==> config.mk <==
export PLATFORM = sky130hd
export DESIGN_NAME = key_expansion
export DESIGN_NICKNAME = d
export VERILOG_FILES = /design/src/rtl/aes_pkg.sv /design/src/rtl/aes_sbox.sv /design/src/rtl/key_expansion.sv
export SDC_FILE = /design/constraint.sdc
export NUM_CORES = 2
export LEC_CHECK = 0
export ABC_CLOCK_PERIOD_IN_PS = 5400
export BUFFER_PORTS_ARGS = -buffer_cell sky130_fd_sc_hd__buf_4
export CORE_AREA = 2 2 549 551
export CTS_CLUSTER_SIZE = 20
export DETAILED_ROUTE_END_ITERATION = 6
export DIE_AREA = 0 0 551 553
export PLACE_DENSITY = 0.39
export SYNTH_ARGS = -nofsm -noshare
export SYNTH_HDL_FRONTEND = slang
export SYNTH_SLANG_ARGS = --single-unit
==> constraint.sdc <==
create_clock -name HCLK -period 5.4 [get_ports HCLK]
set_clock_uncertainty 0.1 [all_clocks]
set_input_delay 0.81 -clock HCLK [delete_from_list [all_inputs] [get_ports HCLK]]
set_output_delay 0.81 -clock HCLK [all_outputs]
set_load 0.01 [all_outputs]
==> src/rtl/aes_pkg.sv <==
// Shared AES-128 key-schedule definitions: widths, FSM state type and round constants.
// Imported by the key expansion top and its S-box sub-module.
package aes_pkg;

   localparam int unsigned WORD_W     = 32;
   localparam int unsigned KEY_W      = 128;
   localparam int unsigned NUM_ROUNDS = 10;

   typedef enum logic [1:0] {
      ST_IDLE   = 2'd0,
      ST_EXPAND = 2'd1,
      ST_DONE   = 2'd2
   } state_e;

   function automatic logic [7:0] rcon(input logic [3:0] idx);
      logic [7:0] r;
      r = 8'h00;
      case (idx)
         4'd0: r = 8'h01;
         4'd1: r = 8'h02;
         4'd2: r = 8'h04;
         4'd3: r = 8'h08;
         4'd4: r = 8'h10;
         4'd5: r = 8'h20;
         4'd6: r = 8'h40;
         4'd7: r = 8'h80;
         4'd8: r = 8'h1b;
         4'd9: r = 8'h36;
         default: r = 8'h00;
      endcase
      return r;
   endfunction

endpackage

==> src/rtl/aes_sbox.sv <==
// Combinational AES forward S-box, one byte in and one byte out.
// The table is packed MSB-first: entry 0 occupies bits [2047:2040].
module aes_sbox (
   input  logic [7:0] byte_i,
   output logic [7:0] byte_o
);

   localparam logic [2047:0] SBOX_TBL = {
      128'h637c777bf26b6fc53001672bfed7ab76,
      128'hca82c97dfa5947f0add4a2af9ca472c0,
      128'hb7fd9326363ff7cc34a5e5f171d83115,
      128'h04c723c31896059a071280e2eb27b275,
      128'h09832c1a1b6e5aa0523bd6b329e32f84,
      128'h53d100ed20fcb15b6acbbe394a4c58cf,
      128'hd0efaafb434d338545f9027f503c9fa8,
      128'h51a3408f929d38f5bcb6da2110fff3d2,
      128'hcd0c13ec5f974417c4a77e3d645d1973,
      128'h60814fdc222a908846eeb814de5e0bdb,
      128'he0323a0a4906245cc2d3ac629195e479,
      128'he7c8376d8dd54ea96c56f4ea657aae08,
      128'hba78252e1ca6b4c6e8dd741f4bbd8b8a,
      128'h703eb5664803f60e613557b986c11d9e,
      128'he1f8981169d98e949b1e87e9ce5528df,
      128'h8ca1890dbfe6426841992d0fb054bb16
   };

   logic [10:0] base;

   always_comb begin
      base   = 11'd2047 - {byte_i, 3'b000};
      byte_o = SBOX_TBL[base -: 8];
   end

endmodule

==> src/rtl/key_expansion.sv <==
// AES-128 key schedule: expands a cipher key into round keys 1..10, one per cycle,
// holding them in a register array until the next request or a disable.
module key_expansion
   import aes_pkg::*;
(
   input  logic             HCLK,
   input  logic             n_rst,
   input  logic             ena,
   input  logic             start,
   input  logic [KEY_W-1:0] keyword,
   output logic [KEY_W-1:0] subkey0,
   output logic [KEY_W-1:0] subkey1,
   output logic [KEY_W-1:0] subkey2,
   output logic [KEY_W-1:0] subkey3,
   output logic [KEY_W-1:0] subkey4,
   output logic [KEY_W-1:0] subkey5,
   output logic [KEY_W-1:0] subkey6,
   output logic [KEY_W-1:0] subkey7,
   output logic [KEY_W-1:0] subkey8,
   output logic [KEY_W-1:0] subkey9,
   output logic             busy,
   output logic             keys_valid
);

   state_e             state_q, state_d;
   logic [3:0]         cnt_q, cnt_d;
   logic [KEY_W-1:0]   work_q, work_d;
   logic [KEY_W-1:0]   subkey_q [NUM_ROUNDS];

   logic [WORD_W-1:0]  w0, w1, w2, w3;
   logic [WORD_W-1:0]  rot_w, sub_w, t_w;
   logic [WORD_W-1:0]  n0, n1, n2, n3;
   logic [KEY_W-1:0]   next_key;
   logic               wr_en;
   logic               clear;

   assign {w0, w1, w2, w3} = work_q;
   assign rot_w = {w3[23:0], w3[31:24]};

   for (genvar b = 0; b < 4; b++) begin : g_subword
      aes_sbox u_sbox (
         .byte_i (rot_w[8*b +: 8]),
         .byte_o (sub_w[8*b +: 8])
      );
   end

   always_comb begin
      t_w      = sub_w ^ {rcon(cnt_q), 24'h000000};
      n0       = w0 ^ t_w;
      n1       = w1 ^ n0;
      n2       = w2 ^ n1;
      n3       = w3 ^ n2;
      next_key = {n0, n1, n2, n3};
   end

   // ena=0 outranks every state transition, including a start in the same cycle.
   always_comb begin
      state_d = state_q;
      cnt_d   = cnt_q;
      work_d  = work_q;
      wr_en   = 1'b0;
      clear   = 1'b0;
      if (!ena) begin
         state_d = ST_IDLE;
         cnt_d   = '0;
         work_d  = '0;
         clear   = 1'b1;
      end else begin
         case (state_q)
            ST_IDLE, ST_DONE: begin
               if (start) begin
                  work_d  = keyword;
                  cnt_d   = '0;
                  state_d = ST_EXPAND;
               end
            end
            ST_EXPAND: begin
               work_d = next_key;
               wr_en  = 1'b1;
               if (cnt_q == 4'(NUM_ROUNDS - 1)) begin
                  state_d = ST_DONE;
               end else begin
                  cnt_d = cnt_q + 4'd1;
               end
            end
            default: begin
               state_d = ST_IDLE;
               cnt_d   = '0;
               work_d  = '0;
            end
         endcase
      end
   end

   always_ff @(posedge HCLK or negedge n_rst) begin
      if (!n_rst) begin
         state_q <= ST_IDLE;
         cnt_q   <= '0;
         work_q  <= '0;
      end else begin
         state_q <= state_d;
         cnt_q   <= cnt_d;
         work_q  <= work_d;
      end
   end

   always_ff @(posedge HCLK or negedge n_rst) begin
      if (!n_rst) begin
         for (int unsigned i = 0; i < NUM_ROUNDS; i++) begin
            subkey_q[i] <= '0;
         end
      end else if (clear) begin
         for (int unsigned i = 0; i < NUM_ROUNDS; i++) begin
            subkey_q[i] <= '0;
         end
      end else if (wr_en) begin
         subkey_q[cnt_q] <= next_key;
      end
   end

   assign subkey0    = subkey_q[0];
   assign subkey1    = subkey_q[1];
   assign subkey2    = subkey_q[2];
   assign subkey3    = subkey_q[3];
   assign subkey4    = subkey_q[4];
   assign subkey5    = subkey_q[5];
   assign subkey6    = subkey_q[6];
   assign subkey7    = subkey_q[7];
   assign subkey8    = subkey_q[8];
   assign subkey9    = subkey_q[9];
   assign busy       = (state_q == ST_EXPAND);
   assign keys_valid = (state_q == ST_DONE);

endmodule
==> results.sh <==
export IMPL_dpl_cell_count=12000
export IMPL_floorplan_initialDensity_pct=23.0
export IMPL_cts_made_buffers=177
export IMPL_synth_flop_cell="dfrtp_1"
export IMPL_synth_area_um2=68700
export IMPL_ys_seq_area_share_pct=51.5
export IMPL_vdd_drop_max_v=0.000858
export IMPL_synth_top_area_share_pct=51.5
export IMPL_critPathMaxFanout=38
export IMPL_synthesis_nets=7104
export IMPL_r2r_cells=12
export IMPL_cts_buffer_depth=4
export IMPL_maxCapViolations=0
export IMPL_rows=201
export IMPL_worstPathCellList="buf_12 -> nand2b_1 -> o21ai_0 -> a211oi_1 -> a21oi_1 -> a2111oi_1 -> buf_4 -> nor2_2 -> buf_4 -> xnor2_2 -> xnor2_2 -> o21ai_0"
export IMPL_track_usage_pct=29.4
export IMPL_synth_enable_flop_cells=0
export IMPL_hp_class="in -> reg"
export IMPL_yosysTopAreaCell="dfrtp_1"
export IMPL_status="completed"
export IMPL_synthTopCellsByArea="dfrtp_1 51%, o21ai_0 6.9%, a22o_1 6.6%"
export IMPL_htreeDepth=4
export IMPL_fillers=31200
export IMPL_synth_cell_type_count=109
export IMPL_routed_via_density=5.38
export IMPL_hold_start="keyword[77]"
export IMPL_fp_coreArea_um2=299000
export IMPL_clock_sinks=1414
export IMPL_tritoncts="yes"
export IMPL_vias=66500
export IMPL_clock_fmax_ghz=0.194
export IMPL_cts_root_buf="clkbuf_16"
export IMPL_cp_arrival_ns=5.76
export IMPL_hold_depth=2
export IMPL_routabilityCongestion=0.955
export IMPL_grt_max_degree=145
export IMPL_ys_ff_latch=1414
export IMPL_pin_count=1414
export IMPL_p_leak_nw=43.0
export IMPL_area_delta_synth_final_pct=34.8
export IMPL_drt_initial_drc_count=6789
export IMPL_die_w_um=551
export IMPL_cp_startpoint="work_q[19]"
export IMPL_most_common_layout_cells="1795 x buf_4, 1401 x dfrtp_1, 969 x nand2_1"
export IMPL_crit_type="reg -> reg"
export IMPL_stdcell_count=12400
export IMPL_routedWlPerCell_um=37.5
export IMPL_cp_depth=12
export IMPL_maxSlewHeadroom_pct=12.8
export IMPL_power_density_nw_per_um2=816
export IMPL_drive_gt1_share_pct=29.1
export IMPL_crit_buf_inv=3
export IMPL_hold_buffers=2
export IMPL_grt_pass1_vias=64700
export IMPL_tightest_slew_ns=1.31
export IMPL_layout_nets=8441
export IMPL_async_flop_share_pct=100
export IMPL_rsz0062_at_grt="false"
export IMPL_cpPeakStageDelay_ns=0.98
export IMPL_start_kind="flip-flop"
export IMPL_syn_mean_instance_area_um2=9.95
export IMPL_final_common_cell="buf_4"
export IMPL_die_height_um=553
export IMPL_r2r_start="work_q[19]"
export IMPL_fin_crit_sh_pct=95.4
export IMPL_grt_overflow=0
export IMPL_worstSkewPairLatency_ns=0.88
export IMPL_antenna_found_initial=50
export IMPL_slowest_stage="dfrtp_2"
export IMPL_grt_pass1_wl_um=620000
export IMPL_detailedRoute_firstPassIterationCount=6
export IMPL_required_ns=6.01
export IMPL_hold_viol_final=0
export IMPL_yosys_warnings=0
export IMPL_io_buffers=1413
export IMPL_die_area_um2=305000
export IMPL_post_cts_buffers=0
export IMPL_cp_top_family="compound AO/OA/AOI/OAI gates"
export IMPL_ctsResizeCount=0
export IMPL_fin_tns_setup_ns=0
export IMPL_finalSetupViolCount=0
export IMPL_post_route_drc_count=0
export IMPL_ant_nets=0
export IMPL_dpl_hpwl_um=336000
export IMPL_wl_um=463000
export IMPL_clk_pin_slew_ns=0.07
export IMPL_syn_inst=6911
export IMPL_post_route_min_period_ns=5.15
export IMPL_endpoint_kind="flip-flop"
export IMPL_finalMaxSlewViolations=0
## power breakdown
group / internal (W) / switching, W / leakage (nW)
Clock: 0.00693 / 0.00512 / 2.80
Sequential: 0.0115 / 0.00144 / 19.6
Combinational: 0.0141 / 0.0365 / 20.6
Total: 0.0325 / 0.0431 / 43.0
## cell usage after synthesis, drive strengths merged, types with 57 or more instances
master,n
nand3,104
a22oi,57
inv,70
nand2b,121
mux2i,68
nand2,977
o21ai,962
buf,198
ha,61
nor2,200
dfrtp,1414
nor2b,104
nor3,122
clkbuf,530
a22o,516
a21oi,203
a31oi,58
xnor2,118
a221o,76
## cell type report
cell class	instances	area [µm²]	area share [%]
Clock inverter	59	691	0.745
Inverter	79	297	0.320
Multi-Input combinational cell	4690	31000	33.4
Sequential cell	1414	35400	38.2
Timing Repair Buffer	1886	15300	16.5
Tap cell	3958	4950	5.34
Antenna cell	26	65.1	0.0702
Clock buffer	247	5050	5.45
## worst register-to-register path, delay by kind of cell (launching register included)
kind,cells,cell delay (ns)
AOI/OAI and AO/OA,5,1.68
xor gates and xnor gates,2,0.97
buffers and inverters,3,0.71
and+or+nand+nor,2,0.61
DFF,1,0.98
## path summary, 6_finish.rpt
check                                    to  slack, ns
min in group asynchronous       subkey9[98]       0.45
worst max-delay path            subkey1[56]       0.25
worst max register to register  subkey1[56]       0.25
max in group asynchronous        work_q[21]       3.04
worst min register to register  subkey6[57]       0.38
worst min-delay path             work_q[77]       0.06
## per-layer routing
metal  GRT usage (%)  wire length [µm]  up-vias
li1                -                 -    27800
met1            37.2            189000    35000
met2            47.6            217000     3083
met3            5.90             32000      594
met4            14.0             25000        8
met5               0                49        -
## cells by family (layout without fill, tap and decap cells)
kind of cell / after synthesis / count (layout) / share of synthesized area, %
flip-flops: 1414 / 1414 / 51.5
multiplexers: 114 / 114 / 2.25
AO/OA/AOI/OAI: 2456 / 2456 / 24.5
buffers and inverters: 807 / 2271 / 4.91
adder cells (fa/ha/maj): 61 / 61 / 1.11
other: 0 / 26 / 0
XOR/XNOR: 186 / 186 / 3.16
AND/OR/NAND/NOR: 1873 / 1873 / 12.6
## through the flow
stage	worst slack [ns]	hold slack, ns	cell area (µm²)	power [W]	util, %
floorplan	1.17	0.370	68700	0.0309	-
global placement	0.287	0.365	86900	0.0642	29.1
detailed placement	0.406	0.371	86900	0.0638	29.1
CTS	0.426	0.000216	92600	0.0760	31.0
global route	0.202	0.0283	92700	0.0777	31.0
finish	0.248	0.0559	92700	0.0756	31.0
Power figures use the tool's default switching activity.
